<file path="config.mk">
export PLATFORM = sky130hd
export DESIGN_NAME = piece_dispatcher
export DESIGN_NICKNAME = d
export VERILOG_FILES = /design/src/rtl/piece_dispatcher.sv
export SDC_FILE = /design/constraint.sdc
export NUM_CORES = 1
export LEC_CHECK = 0
export BUFFER_PORTS_ARGS = -buffer_cell sky130_fd_sc_hd__buf_2
export CORE_UTILIZATION = 50
export DETAILED_ROUTE_END_ITERATION = 8
export GPL_TIMING_DRIVEN = 0
export HOLD_SLACK_MARGIN = 0.05
export PLACE_DENSITY = 0.84
export SYNTH_ARGS = -nofsm -noshare
export SYNTH_HDL_FRONTEND = slang
export SYNTH_SLANG_ARGS = --single-unit
export TNS_END_PERCENT = 50
</file>
<file path="constraint.sdc">
create_clock -name Clk -period 4.8 [get_ports Clk]
set_clock_uncertainty 0.1 [all_clocks]
set_input_delay 0.96 -clock Clk [delete_from_list [all_inputs] [get_ports Clk]]
set_output_delay 0.96 -clock Clk [all_outputs]
set_load 0.01 [all_outputs]
</file>
<file path="src/rtl/piece_dispatcher.sv">
// piece_dispatcher: game-state FSM, per-player current/next piece slots,
// create/created handshake and round-robin refill from one shared piece source.
module piece_dispatcher #(
  parameter int PIECE_W    = 3,
  parameter int NUM_PIECES = 7
) (
  input  logic               Clk,
  input  logic               Reset_n,
  input  logic               game_reset,
  input  logic               start_single,
  input  logic               start_multi,
  input  logic [PIECE_W-1:0] rand_piece,
  output logic               rand_take,
  input  logic               finish_block1,
  input  logic               finish_block2,
  input  logic               created1,
  input  logic               created2,
  input  logic               game_over1,
  input  logic               game_over2,
  output logic [PIECE_W-1:0] curr1,
  output logic [PIECE_W-1:0] curr2,
  output logic [PIECE_W-1:0] next1,
  output logic [PIECE_W-1:0] next2,
  output logic               create_block1,
  output logic               create_block2,
  output logic               lock1,
  output logic               lock2,
  output logic               multi,
  output logic [1:0]         game_state,
  output logic [1:0]         winner
);

  localparam logic [PIECE_W:0] NUM_CODES = NUM_PIECES[PIECE_W:0];

  typedef enum logic [1:0] {S_IDLE, S_FILL, S_PLAY, S_OVER} state_t;

  state_t     state, state_nxt;
  logic [1:0] fill_idx;
  logic       pend1, pend2, def1, def2, rr;
  logic       code_ok, fill_done, over_hit;
  logic       grant1, grant2;
  logic       apply1, apply2, defer1, defer2;

  // Event decode shared by the FSM and the datapath
  always_comb begin
    code_ok   = ({1'b0, rand_piece} < NUM_CODES);
    fill_done = (state == S_FILL) && code_ok && (fill_idx == (multi ? 2'd3 : 2'd1));
    over_hit  = (state == S_PLAY) && (game_over1 || (multi && game_over2));
    grant1    = (state == S_PLAY) && pend1 && (!pend2 || !rr);
    grant2    = (state == S_PLAY) && pend2 && (!pend1 || rr);
    // A deferred finish replays once its refill is done; a fresh finish only
    // counts when no spawn is outstanding and nothing is already deferred.
    apply1    = (state == S_PLAY) && !over_hit &&
                ((def1 && !pend1) || (finish_block1 && !create_block1 && !pend1 && !def1));
    defer1    = (state == S_PLAY) && !over_hit && finish_block1 && !create_block1 && pend1;
    apply2    = (state == S_PLAY) && multi && !over_hit &&
                ((def2 && !pend2) || (finish_block2 && !create_block2 && !pend2 && !def2));
    defer2    = (state == S_PLAY) && multi && !over_hit && finish_block2 && !create_block2 && pend2;
  end

  // State register
  always_ff @(posedge Clk or negedge Reset_n) begin
    if (!Reset_n) state <= S_IDLE;
    else          state <= state_nxt;
  end

  // Next-state logic; game_reset overrides everything
  always_comb begin
    state_nxt = state;
    if (game_reset) begin
      state_nxt = S_IDLE;
    end else begin
      case (state)
        S_IDLE:  if (start_single || start_multi) state_nxt = S_FILL;
        S_FILL:  if (fill_done) state_nxt = S_PLAY;
        S_PLAY:  if (over_hit) state_nxt = S_OVER;
        default: state_nxt = state;
      endcase
    end
  end

  // FSM-derived outputs
  always_comb begin
    game_state = 2'd0;
    case (state)
      S_PLAY:  game_state = 2'd1;
      S_OVER:  game_state = 2'd2;
      default: game_state = 2'd0;
    endcase
    rand_take = (state == S_FILL) || grant1 || grant2;
  end

  // Piece slots, handshake flags, refill bookkeeping and result
  always_ff @(posedge Clk or negedge Reset_n) begin
    if (!Reset_n) begin
      fill_idx <= '0; multi <= 1'b0; winner <= '0; rr <= 1'b0;
      curr1 <= '0; curr2 <= '0; next1 <= '0; next2 <= '0;
      create_block1 <= 1'b0; create_block2 <= 1'b0;
      lock1 <= 1'b0; lock2 <= 1'b0;
      pend1 <= 1'b0; pend2 <= 1'b0; def1 <= 1'b0; def2 <= 1'b0;
    end else if (game_reset) begin
      fill_idx <= '0; multi <= 1'b0; winner <= '0; rr <= 1'b0;
      curr1 <= '0; curr2 <= '0; next1 <= '0; next2 <= '0;
      create_block1 <= 1'b0; create_block2 <= 1'b0;
      lock1 <= 1'b0; lock2 <= 1'b0;
      pend1 <= 1'b0; pend2 <= 1'b0; def1 <= 1'b0; def2 <= 1'b0;
    end else begin
      lock1 <= 1'b0;
      lock2 <= 1'b0;
      case (state)
        S_IDLE: begin
          fill_idx <= '0;
          if (start_multi)       multi <= 1'b1;
          else if (start_single) multi <= 1'b0;
        end
        S_FILL: begin
          if (code_ok) begin
            case (fill_idx)
              2'd0: curr1 <= rand_piece;
              2'd1: next1 <= rand_piece;
              2'd2: curr2 <= rand_piece;
              2'd3: next2 <= rand_piece;
            endcase
            fill_idx <= fill_idx + 2'd1;
          end
          if (fill_done) begin
            create_block1 <= 1'b1;
            create_block2 <= multi;
          end
        end
        S_PLAY: begin
          if (created1 && create_block1) create_block1 <= 1'b0;
          if (created2 && create_block2) create_block2 <= 1'b0;
          if (grant1 && code_ok) begin
            next1 <= rand_piece;
            pend1 <= 1'b0;
          end
          if (grant2 && code_ok) begin
            next2 <= rand_piece;
            pend2 <= 1'b0;
          end
          if (pend1 && pend2 && code_ok) rr <= ~rr;
          if (defer1) def1 <= 1'b1;
          if (defer2) def2 <= 1'b1;
          // grant and apply never target the same player in one cycle
          if (apply1) begin
            curr1 <= next1; lock1 <= 1'b1; create_block1 <= 1'b1;
            pend1 <= 1'b1; def1 <= 1'b0;
          end
          if (apply2) begin
            curr2 <= next2; lock2 <= 1'b1; create_block2 <= 1'b1;
            pend2 <= 1'b1; def2 <= 1'b0;
          end
          if (over_hit) begin
            create_block1 <= 1'b0;
            create_block2 <= 1'b0;
            winner <= multi ? {game_over1, game_over2} : 2'b00;
          end
        end
        default: ;
      endcase
    end
  end

endmodule
</file>
==> run_results.csv <==
group,metric,value,unit
status,outcome,"complete, no violations",
sta,maxSlewHeadroom,57.8,%
synthesis,syn-num-nets,195,
drt,first_pass_iters,5,
synthesis,synth_cells,172,
clocking,clock_latency,330,ps
setup_path,crit_buf_inv,4,
placement,io_buffers,35,
power_and_ir_drop,worst_ir_drop_vdd,0.269,mV
final_layout,syn_to_final_growth,16.4,%
global_route,grt_pass1_vias,1347,
setup_path,timing.critical_path.from,"state[0]$_DFFE_PN0P_",
sta,period_needed,3060,ps
setup_path,rr_worst_depth,6,
setup_path,cp_slowest_stage_delay,450,ps
synthesis,ys.flop_type,"dfrtp_1",
drt,vias,1463,
clocking,cts_resized,0,
clocking,cts_tree,"built",
setup_path,cp-end-kind,"output port",
clocking,postCtsSetupRepairBufs,0,
clocking,cts_buffers,3,
clocking,clock_sinks,28,
drt,vias_per_cell,5.69,
setup_path,r2r_setup_slack,2560,ps
global_route,grt_max_degree,29,
final_layout,fillers,309,
sta,fmax,327,MHz
global_route,met1_usage,29.3,%
final_layout,nNetsFinal,235,
power_and_ir_drop,pwr-share-clk,17.3,%
final_layout,diodes,0,
setup_path,timing.critical_path.mode_cell,"buf_2",
global_route,top_usage_layer,"met2",
power_and_ir_drop,p_sw,0.000347,W
die,io_pins,36,
die,die-area,3710,um2
synthesis,avgSynthCellArea,10.1,um2
synthesis,syn_area,1740,um2
synthesis,ys_seq_elements,28,
final_layout,ff_latch_area,701,um2
global_route,overflow,0,
setup_path,crit_family,"buffers and inverters",
final_layout,multi_input_area,955,um2
power_and_ir_drop,power.density,445,nW/um2
power_and_ir_drop,p_int,0.000553,W
placement,place_congestion,0.852,
sta,final.setup.tns,0,ps
die,rows,21,
power_and_ir_drop,p_leak,0.954,nW
drt,wire_per_inst,14.5,um
worst_hold_path,hold_path.class,"reg2reg",
sta,setup_violations,0,
sta,worst_pin_slew,633,ps
synthesis,yosys.area.top_type,"dfrtp_1",
setup_path,crit_chain,"inv_1, ha_1, buf_2, buf_2, o21ai_1, nand2_1, buf_2",
clocking,clkTransAtPathRegs,150,ps
global_route,use_met3,4.90,%
synthesis,yosysWarnings,0,
job,max_cap_viol_count,0,
setup_path,worstPathMaxFanout,10,
final_layout,postLayoutCellArea,2020,um2
synthesis,async_flop_share,100,%
global_route,grt_pass1_wl,5.97,mm
power_and_ir_drop,combPwrFrac,45.6,%
sta,maxSlewViolCount,0,
synthesis,synth-edff-count,0,
setup_path,cp.depth,7,
setup_path,critPathKind,"reg2out",
setup_path,timing.rr.end,"next2[0]$_DFFE_PN0P_",
global_route,grt_util_met2,35.5,%
sta,post-route-period-util,63.7,%
setup_path,r2r_start,"state[0]$_DFFE_PN0P_",
setup_path,cp-start-kind,"register",
drt,ant_nets,0,
drt,drc,0,
drt,drt-total-wl,3.73,mm
synthesis,yosysSeqAreaShare,40.4,%
setup_path,cp-endpoint,"rand_take",
die,core_region_area,3340,um2
setup_path,crit_slowest_cell,"dfrtp_1",
die,dieWidth,60.9,um
drt,drt_iter0_markers,72,
sta,hold_viol_final,0,
placement,hpwl,2.79,mm
global_route,grt.total_usage,21.9,%
global_route,grt_antenna_before_repair,0,
clocking,ctsRootBufferMaster,"clkbuf_4",
sta,rsz0062_at_grt,"false",
die,start_util,52.0,%
setup_path,critPathArrivalTime,2000,ps
placement,placed_area,1970,um2
power_and_ir_drop,seq_power_share,37.1,%
synthesis,synth_cell_types,49,
clocking,ctsHtreeMaxLevel,1,
final_layout,layout-drive-gt1-share,25.6,%
synthesis,synth_top_area_share,40.4,%
power_and_ir_drop,swShare,38.6,%
setup_path,crit_required,3740,ps
die,fp.dieH,60.9,um
clocking,cts_buffer_depth,2,
clocking,cts_hold_buf,0,
synthesis,netlist_top_cells_area,"dfrtp_1 (40%), mux2_1 (8.4%), ha_1 (6.5%)",
## metal layers
metal | wire length [um] | part of all wire (%)
met1 | 1670 | 45
met4 | 39 | 1.0
met3 | 231 | 6.2
met5 | 0 | 0
met2 | 1790 | 48
## synth_stat cells (3+ instances only)
cell type and instances:
dfrtp_1 28, ha_1 9, o21ai_1 4, nor2b_1 7
inv_1 9, nand2_1 18, mux2_1 13, nand4_1 4
a22oi_1 3, buf_2 4, a21oi_1 12, nor2_1 14
## logic make-up after synthesis
| family | count (synthesis) | share of synthesized area [%] |
|---|---|---|
| adders and majority gates | 9 | 6.49 |
| buffers and inverters | 17 | 4.61 |
| xor gates and xnor gates | 2 | 1.01 |
| muxes | 13 | 8.44 |
| and+or+nand+nor | 55 | 15.9 |
| AOI/OAI and AO/OA | 48 | 23.2 |
| DFF | 28 | 40.4 |
## state kept, by name, indices dropped and copies added, names as in the netlist, 2 cells and up
| name | count |
|---|---|
| curr1 | 3 |
| next1 | 3 |
| winner | 2 |
| fill_idx | 2 |
| curr2 | 3 |
| next2 | 3 |
| state | 2 |
## cell type report
class / instances / area share (%)
clock inverter: 1 / 1.49
multi-input combinational: 127 / 47.2
buffer: 7 / 2.11
inverter: 10 / 1.86
clock buffer: 3 / 1.11
tap: 46 / 2.85
sequential: 28 / 34.7
timing repair buffer: 35 / 8.67
## worst reg2reg max path, cell delays in order (launching register included)
cell	delay [ps]
dfrtp_1	450
inv_1	140
ha_1	290
buf_2	260
o21ai_1	100
a41oi_1	450
mux2_1	370
## power groups by stage
| stage | Clock (W) | Combinational (W) | Sequential, W |
|---|---|---|---|
| after floorplan | 0 | 0.000269 | 0.000354 |
| after global placement | 0 | 0.000400 | 0.000336 |
| after detailed placement | 0 | 0.000409 | 0.000339 |
| after CTS | 0.000159 | 0.000412 | 0.000334 |
| after global routing | 0.000167 | 0.000455 | 0.000343 |
| final | 0.000156 | 0.000410 | 0.000334 |
## stage by stage
step           instances  power (W)  util (%)  setup slack, ps  hold WS, ps
2_1_floorplan        172   0.000623         -             2490          426
3_3_place_gp         253   0.000737      59.0             2170          372
3_5_place_dp         253   0.000748      59.0             2150          380
4_1_cts              257   0.000906      60.6             1730          413
5_1_grt              257   0.000966      60.6             1580          444
6_report             257   0.000900      60.6             1740          406
## layout by cell type, fill, tap and decap left out, types with 3 or more instances in the layout
| master | count |
|---|---|
| nor2_1 | 14 |
| a22oi_1 | 3 |
| mux2_1 | 13 |
| nand2_1 | 18 |
| ha_1 | 9 |
| nor2b_1 | 7 |
| nand4_1 | 4 |
| o21ai_1 | 4 |
| inv_1 | 9 |
| dfrtp_1 | 28 |
| clkbuf_4 | 3 |
| a21oi_1 | 12 |
| buf_2 | 39 |
## how the worst min path moves through the flow
| stage | slack [ps] | startpoint | end | cells past startpoint |
|---|---|---|---|---|
| floorplan | 430 | rr$_DFFE_PN0P_ | rr$_DFFE_PN0P_ | 2 |
| global placement | 370 | curr1[0]$_DFFE_PN0P_ | curr1[0]$_DFFE_PN0P_ | 1 |
| detailed placement | 380 | curr1[0]$_DFFE_PN0P_ | curr1[0]$_DFFE_PN0P_ | 1 |
| CTS | 410 | curr1[0]$_DFFE_PN0P_ | curr1[0]$_DFFE_PN0P_ | 1 |
| global route | 440 | winner[0]$_DFFE_PN0P_ | winner[0]$_DFFE_PN0P_ | 2 |
| finish | 410 | curr1[0]$_DFFE_PN0P_ | curr1[0]$_DFFE_PN0P_ | 1 |
No activity file was read; power rests on OpenSTA's default activity.
